$ cat src/rtl/adc_scan_scheduler.sv
// adc_scan_scheduler
//   Sequences the ADC128S022 frame engine: periodic scans over a channel mask
//   plus single on-demand conversions. The ADC returns, in frame k, the data of
//   the channel addressed in frame k-1, so every transaction issues one extra
//   frame and discards the first result.
// Ports
//   clk_50, rst_n             clock, asynchronous active-low reset
//   enable, ch_mask           scheduler enable, scan channel mask (bit i = ch i)
//   od_valid/od_ch/od_ready   on-demand request handshake
//   fe_start/fe_addr          frame start pulse and frame address (held)
//   fe_busy/fe_done/fe_data   frame engine status and returned data
//   res_valid/res_ch/res_data/res_od   result write strobe and payload
//   scan_done                 pulse with the last write of a scan
//   timeout_err               sticky frame timeout flag (clears while enable=0)
module adc_scan_scheduler #(
  parameter int unsigned PERIOD_CYC  = 2500,
  parameter int unsigned TIMEOUT_CYC = 1024
) (
  input  logic        clk_50,
  input  logic        rst_n,
  input  logic        enable,
  input  logic [7:0]  ch_mask,
  input  logic        od_valid,
  input  logic [2:0]  od_ch,
  output logic        od_ready,
  output logic        fe_start,
  output logic [2:0]  fe_addr,
  input  logic        fe_busy,
  input  logic        fe_done,
  input  logic [11:0] fe_data,
  output logic        res_valid,
  output logic [2:0]  res_ch,
  output logic [11:0] res_data,
  output logic        res_od,
  output logic        scan_done,
  output logic        timeout_err
);

  localparam int unsigned TICK_W = $clog2(PERIOD_CYC + 1);
  localparam int unsigned TMO_W  = $clog2(TIMEOUT_CYC + 1);

  typedef enum logic [1:0] {
    IDLE      = 2'd0,
    ISSUE     = 2'd1,
    WAIT_DONE = 2'd2,
    WRITE     = 2'd3
  } state_t;

  state_t              state_q, state_d;
  logic [TICK_W-1:0]   tick_cnt_q, tick_cnt_d;
  logic [TMO_W-1:0]    tmo_q, tmo_d;
  logic                tick_pend_q, tick_pend_d;
  logic [7:0]          rem_q, rem_d;          // scan channels not yet addressed
  logic [2:0]          first_addr_q, first_addr_d;
  logic [2:0]          prev_q, prev_d;        // address of the previous frame
  logic                is_od_q, is_od_d;
  logic                first_q, first_d;      // current frame's result is discarded
  logic                last_q, last_d;        // current frame closes the transaction
  logic                armed_q;               // keeps od_ready low while in reset

  logic                fe_start_d;
  logic [2:0]          fe_addr_d;
  logic                res_valid_d;
  logic [2:0]          res_ch_d;
  logic [11:0]         res_data_d;
  logic                res_od_d;
  logic                scan_done_d;
  logic                timeout_err_d;
  logic                tick;

  // Lowest set bit of a channel mask (0 when empty).
  function automatic logic [2:0] low_bit(input logic [7:0] m);
    low_bit = 3'd0;
    for (int i = 7; i >= 0; i--) begin
      if (m[i]) low_bit = 3'(i);
    end
  endfunction

  assign tick     = enable & (tick_cnt_q == TICK_W'(PERIOD_CYC - 1));
  assign od_ready = armed_q & (state_q == IDLE) & enable & ~fe_busy;

  // State and datapath registers.
  always_ff @(posedge clk_50 or negedge rst_n) begin
    if (!rst_n) begin
      state_q      <= IDLE;
      tick_cnt_q   <= '0;
      tmo_q        <= '0;
      tick_pend_q  <= 1'b0;
      rem_q        <= '0;
      first_addr_q <= '0;
      prev_q       <= '0;
      is_od_q      <= 1'b0;
      first_q      <= 1'b0;
      last_q       <= 1'b0;
      armed_q      <= 1'b0;
      fe_start     <= 1'b0;
      fe_addr      <= '0;
      res_valid    <= 1'b0;
      res_ch       <= '0;
      res_data     <= '0;
      res_od       <= 1'b0;
      scan_done    <= 1'b0;
      timeout_err  <= 1'b0;
    end else begin
      state_q      <= state_d;
      tick_cnt_q   <= tick_cnt_d;
      tmo_q        <= tmo_d;
      tick_pend_q  <= tick_pend_d;
      rem_q        <= rem_d;
      first_addr_q <= first_addr_d;
      prev_q       <= prev_d;
      is_od_q      <= is_od_d;
      first_q      <= first_d;
      last_q       <= last_d;
      armed_q      <= 1'b1;
      fe_start     <= fe_start_d;
      fe_addr      <= fe_addr_d;
      res_valid    <= res_valid_d;
      res_ch       <= res_ch_d;
      res_data     <= res_data_d;
      res_od       <= res_od_d;
      scan_done    <= scan_done_d;
      timeout_err  <= timeout_err_d;
    end
  end

  // Next-state and output logic.
  always_comb begin
    state_d       = state_q;
    tmo_d         = tmo_q;
    tick_pend_d   = tick_pend_q;
    rem_d         = rem_q;
    first_addr_d  = first_addr_q;
    prev_d        = prev_q;
    is_od_d       = is_od_q;
    first_d       = first_q;
    last_d        = last_q;
    fe_start_d    = 1'b0;
    fe_addr_d     = fe_addr;
    res_valid_d   = 1'b0;
    res_ch_d      = res_ch;
    res_data_d    = res_data;
    res_od_d      = res_od;
    scan_done_d   = 1'b0;
    timeout_err_d = timeout_err & enable;
    tick_cnt_d    = enable ? (tick ? '0 : tick_cnt_q + TICK_W'(1)) : '0;

    // Hold at most one tick; the IDLE branch consumes it.
    if (tick)    tick_pend_d = 1'b1;
    if (!enable) tick_pend_d = 1'b0;

    unique case (state_q)
      IDLE: begin
        if (od_valid & od_ready) begin
          is_od_d   = 1'b1;
          first_d   = 1'b1;
          last_d    = 1'b0;
          fe_addr_d = od_ch;
          state_d   = ISSUE;
        end else if (enable & (tick | tick_pend_q)) begin
          tick_pend_d = 1'b0;
          if (ch_mask != 8'd0) begin
            is_od_d      = 1'b0;
            first_d      = 1'b1;
            last_d       = 1'b0;
            fe_addr_d    = low_bit(ch_mask);
            first_addr_d = low_bit(ch_mask);
            rem_d        = ch_mask & (ch_mask - 8'd1);
            state_d      = ISSUE;
          end
        end
      end

      ISSUE: begin
        if (!enable) begin
          state_d = IDLE;
        end else if (!fe_busy) begin
          fe_start_d = 1'b1;
          tmo_d      = '0;
          state_d    = WAIT_DONE;
        end
      end

      WAIT_DONE: begin
        if (fe_done) begin
          if (!enable) begin
            state_d = IDLE;
          end else begin
            state_d = WRITE;
            if (!first_q) begin
              res_valid_d = 1'b1;
              res_ch_d    = prev_q;
              res_data_d  = fe_data;
              res_od_d    = is_od_q;
              scan_done_d = last_q & ~is_od_q;
            end
          end
        end else if (tmo_q == TMO_W'(TIMEOUT_CYC - 1)) begin
          state_d       = IDLE;
          tick_pend_d   = 1'b0;
          timeout_err_d = enable;
        end else begin
          tmo_d = tmo_q + TMO_W'(1);
        end
      end

      WRITE: begin
        if (last_q | !enable) begin
          state_d = IDLE;
        end else begin
          prev_d  = fe_addr;
          first_d = 1'b0;
          state_d = ISSUE;
          if (is_od_q) begin
            last_d = 1'b1;
          end else if (rem_q != 8'd0) begin
            fe_addr_d = low_bit(rem_q);
            rem_d     = rem_q & (rem_q - 8'd1);
          end else begin
            // Extra frame re-addresses the first channel to flush the pipeline.
            fe_addr_d = first_addr_q;
            last_d    = 1'b1;
          end
        end
      end

      default: state_d = IDLE;
    endcase
  end

endmodule
$ cat config.mk
export PLATFORM = sky130hd
export DESIGN_NAME = adc_scan_scheduler
export DESIGN_NICKNAME = d
export VERILOG_FILES = /design/src/rtl/adc_scan_scheduler.sv
export SDC_FILE = /design/constraint.sdc
export NUM_CORES = 1
export LEC_CHECK = 0
export ABC_AREA = 0
export CORE_ASPECT_RATIO = 0.8
export CORE_UTILIZATION = 35
export CTS_CLUSTER_DIAMETER = 100
export DETAILED_ROUTE_END_ITERATION = 8
export PLACE_DENSITY = 0.65
export SLEW_MARGIN = 25
export SYNTH_ARGS = -nofsm -noshare
export SYNTH_HDL_FRONTEND = slang
export SYNTH_SLANG_ARGS = --single-unit
$ cat constraint.sdc
create_clock -name clk_50 -period 2.13 [get_ports clk_50]
set_input_delay 0.426 -clock clk_50 [delete_from_list [all_inputs] [get_ports clk_50]]
set_output_delay 0.426 -clock clk_50 [all_outputs]
set_load 0.05 [all_outputs]
* Yosys cells after proc, flatten, opt, wreduce, memory -nomap -nowiden
Cells that the tools add are included.
Word-level totals: register bits after elaboration 67, bits of input ports 29, word-level logic and storage cells 159
Cells by class: add/subtract/negate cells 4, equality and inequality tests 20, mux-type cells 81, bitwise gates (word level) 17, reductions and logical operators 18
Operator list (number):
- $mux W3 | 22
- $mux W8 | 6
- $mux W11 | 4
- $mux W1 | 32
- $mux W12 | 2
- $pmux W11 S2 | 1
- $and A8 B8 Y8 | 2
- $mux W2 | 8
- $ne A2 B2 Y1 const B | 8
- $pmux W8 S2 | 1
- $reduce_and A4 Y1 | 4
- $reduce_bool A8 Y1 | 2
- $sub A8 B1 Y8 const B | 2
- $reduce_and A5 Y1 | 3
- $add A12 B1 Y12 const B | 1
- $eq A12 B12 Y1 const B | 1
- $add A11 B1 Y11 const B | 1
- $eq A11 B10 Y1 const B | 1
- $ne A3 B3 Y1 const B | 3
- $and A1 B1 Y1 | 8
- $pmux W2 S4 | 1
- $reduce_bool A2 Y1 | 4
- $reduce_and A7 Y1 | 1
- $ne A3 B1 Y1 const B | 2
- other kinds (11) | 20

* Logic depth before layout (Yosys ltp)
word-level depth 12, depth in mapped cells 8, depth with buffers taken out 7

* Worst setup path after synthesis
No wires, ideal clock.
path type flip-flop to flip-flop, from reg state_q[0], to reg rem_q[3], data arrival time 1.897 ns, required time 2.054 ns, path slack 0.157 ns, stages on the path, launching flop included 8, path buffers 0, period minus slack after synthesis 1.973 ns, cells stage by stage dfrtp_1 > inv_1 > ha_1 > and4b_1 > nand2_1 > nand2_2 > or3_4 > o21ai_1
On the way: longest elaborated chain between the ends 7, elaborated cells on any way between the ends 15, classes of those cells 7 x eq/ne; 1 x mux; 4 x bitwise; 3 x reduce/logical
RTL lines:
- start: declaration | RTL line 49 | state_t state_q, state_d;
- start signal: assignment | RTL line 105 | state_q <= state_d;
- $logic_not A2 Y1 | RTL line 80 | assign od_ready = armed_q & (state_q == IDLE) & enable & ~fe_busy;
- $and A1 B1 Y1 (3 in a row) | RTL line 80
- via od_ready | RTL line 25 | output logic od_ready,
- $and A1 B1 Y1 | RTL line 154 | if (od_valid & od_ready) begin
- $ne A2 B2 Y1 (no source line)
- $reduce_and A7 Y1 (no source line)
- end signal: assignment | RTL line 109 | rem_q <= rem_d;
- end: declaration | RTL line 53 | logic [7:0] rem_q, rem_d;
The timed path passes the listed nets, and every way through them passes these cells. A chain may end at the register's enable or synchronous reset.

* Worst setup path in the final report
from in ch_mask[5], to reg state_q[1]
On the way: longest elaborated chain between the ends 3
RTL lines:
- start: declaration | RTL line 22 | input logic [7:0] ch_mask,
- $reduce_bool A8 Y1 | RTL line 162 | if (ch_mask != 8'd0) begin
- $ne A3 B1 Y1 (no source line)
- $reduce_and A4 Y1 (no source line)
Every way passes these cells.

==> flow_summary_export.csv <==
group,metric,value,unit
clocking,path_clk_slew,60,ps
global_routing,grt_overflow_total,0,
floorplan,die_x,112,microns
floorplan,start_util,36.6,%
sta,tns,0,ps
layout,syn_to_final_growth,39.3,%
yosys,ys_async_sr_fraction,100,%
route,postRouteAntennaNets,0,
clocking,clk_latency,330,ps
layout,final_cells,570,
route,first_pass_iters,7,
clocking,cts_buffers,9,
critical_path,cp_max_fo,3,
sta,max_freq,486,MHz
route,drc,8,
yosys,syn-num-nets,391,
yosys,synth_edf_count,0,
critical_path,end_kind,"flip-flop",
yosys,synth_cell_types,58,
global_routing,use_met3,3.91,%
layout,final_nets,486,
power,p_leak,0.00216,uW
layout,final_cell_mix,"71 x nand2_1, 66 x dfrtp_1, 50 x clkdlybuf4s50_1",
outcome,status,"finished, violations left",
route,vias,2976,
placement,numPortBuffers,52,
critical_path,start_kind,"primary input",
global_routing,grt_antenna_before_repair,0,
flow_run,maxCapViolations,0,
min_path,hold_class,"in2async",
yosys,ys_ff_latch,66,
global_routing,grt_pass1_wl,13900,microns
sta,relSlewSlack,57.3,%
global_routing,busiest_layer,"met2",
yosys,syn_area,0.00338,sq mm
sta,slew_violations,0,
global_routing,grt_pass1_vias,2864,
route,drt_iter0_drc,167,
sta,rsz0062_at_grt,"false",
yosys,syn_inst,355,
clocking,cts_htree_levels,3,
sta,setup-violations-final,0,
floorplan,row_count,31,
sta,worstMarginPinSlew,640,ps
floorplan,die_area,0.0101,sq mm
placement,dpl.hpwl,5980,microns
power,ir_drop,0.000472,V
critical_path,slowest_delay,590,ps
outcome,violations,"DRC",
layout,layout-drive-gt1-share,17.6,%
clocking,clock-sinks,66,
sta,hold_viol,0,
yosys,seq_area_frac_synth,48.9,%
power,power_density,1120,mW/mm^2
placement,place_inst,554,
critical_path,worstPathCellList,"clkdlybuf4s50_1 > or4_1 > o21ai_4 > o21bai_1 > and3_1 > mux2_1",
clocking,clock-root-buffer,"clkbuf_16",
global_routing,use_met2,26.1,%
floorplan,core,0.00923,sq mm
route,viasPerCell,5.22,
global_routing,grtUsageMet1,24.7,%
global_routing,track_usage,17.2,%
sta,fin_skew,6.41,ps
yosys,ys_warn_count,0,
placement,gp_congestion,0.899,
clocking,hold_buffers,0,
critical_path,setup.worst_path.class,"in2reg",
floorplan,io_pins,53,
critical_path,required,2330,ps
critical_path,arrival,2260,ps
floorplan,die_y,89.9,microns
yosys,synth_flop_cell,"dfrtp_1",
sta,period_minus_slack,2060,ps
layout,final_common_cell,"nand2_1",
clocking,clock_path_buffers,2,
yosys,avgSynthCellArea,9.52,sq um
critical_path,crit_slowest_cell,"or4_1",
layout,antenna_cells,0,
route,post_drt_wl_per_cell,14.2,microns
global_routing,grt_max_degree,27,
clocking,cts_tree,"built",
sta,finalCritPeriodShare,96.7,%
route,wirelength,8100,microns
logic make-up after synthesis:
kind of cell | Yosys count | share of synthesized area (%)
DFF | 66 | 48.9
muxes | 10 | 3.29
AOI/OAI and AO/OA | 81 | 17.5
adders and majority gates | 7 | 2.59
and+or+nand+nor | 153 | 22.0
other | 1 | 0.111
xor gates and xnor gates | 10 | 2.59
buffers and inverters | 27 | 3.00
power by group:
part           leakage [uW]  internal [uW]  switching, uW
sequential         0.000877           1470            194
combinational       0.00112            880           1140
clock              0.000160           1030            568
synth_stat cells, types with 6 or more instances:
master	n	area [sq um]
a22o_1	9	78.8
dfrtp_1	66	1650
nand3_1	14	70.1
inv_1	18	67.6
nor2_1	25	93.8
clkbuf_1	9	33.8
o31ai_1	6	45.0
a21oi_1	10	50.1
ha_1	7	87.6
nand2_1	71	267
mux2_2	7	78.8
o21ai_0	16	80.1
nor3_1	8	40.0
through the flow:
stage                     hold WS (ps)  utilization, %  total power, uW  area (sq um)  setup WS, ps
final                              122            51.0             5290          4710          71.1
after global routing               157            51.0             5580          4710          7.49
after CTS                          140            50.8             5300          4690          16.4
after detailed placement           454            47.2             3660          4360          -245
after global placement             450            47.2             3620          4360          -199
after floorplan                    130               -             2840          3380           157
layout make-up:
cell class	count	area (sq um)
inverter	18	67.6
clock buffer	9	225
sequential	66	1650
clock inverter	7	100
multi-input combinational	262	1650
timing repair buffer	93	871
fill	857	4520
tap	115	144
layer usage:
metal	share of wire [%]	wire length, microns	vias up
li1	-	-	1459
met1	48	3920	1411
met2	44	3580	98
met3	6.4	515	8
met4	0.94	76	0
met5	0	0	-
final timing paths:
| kind | start | endpoint | slack (ps) | cells after the start |
|---|---|---|---|---|
| setup / recovery | ch_mask[5] | state_q[1] | 70 | 6 |
| hold / removal | rst_n | res_data[1] | 120 | 1 |
| setup reg to reg | tick_cnt_q[0] | state_q[1] | 140 | 6 |
| hold reg to reg | prev_q[0] | res_ch[0] | 460 | 2 |
| max in group asynchronous | rst_n | tmo_q[10] | 1440 | 2 |
| min in group clk_50 | prev_q[0] | res_ch[0] | 460 | 2 |
timing repair:
action | in CTS | in global routing
setup buffers | 0 | 0
setup endpoints to repair | 2 | 3
gates resized for setup | 1 | 3
gates cloned | 0 | 0
critical path, delay by kind of cell:
kind	cells	cell delay [ps]
multiplexers	1	320
AND/OR/NAND/NOR	2	780
buffers and inverters	1	420
AO/OA/AOI/OAI	2	310
sequential cells by signal (all words and copies together), names as in the netlist, 2 cells and up:
| name | count |
|---|---|
| first_addr_q | 3 |
| fe_addr | 3 |
| state_q | 2 |
| rem_q | 7 |
| tmo_q | 11 |
| prev_q | 3 |
| tick_cnt_q | 12 |
| res_ch | 3 |
| res_data | 12 |
Power figures use the tool's default switching activity.
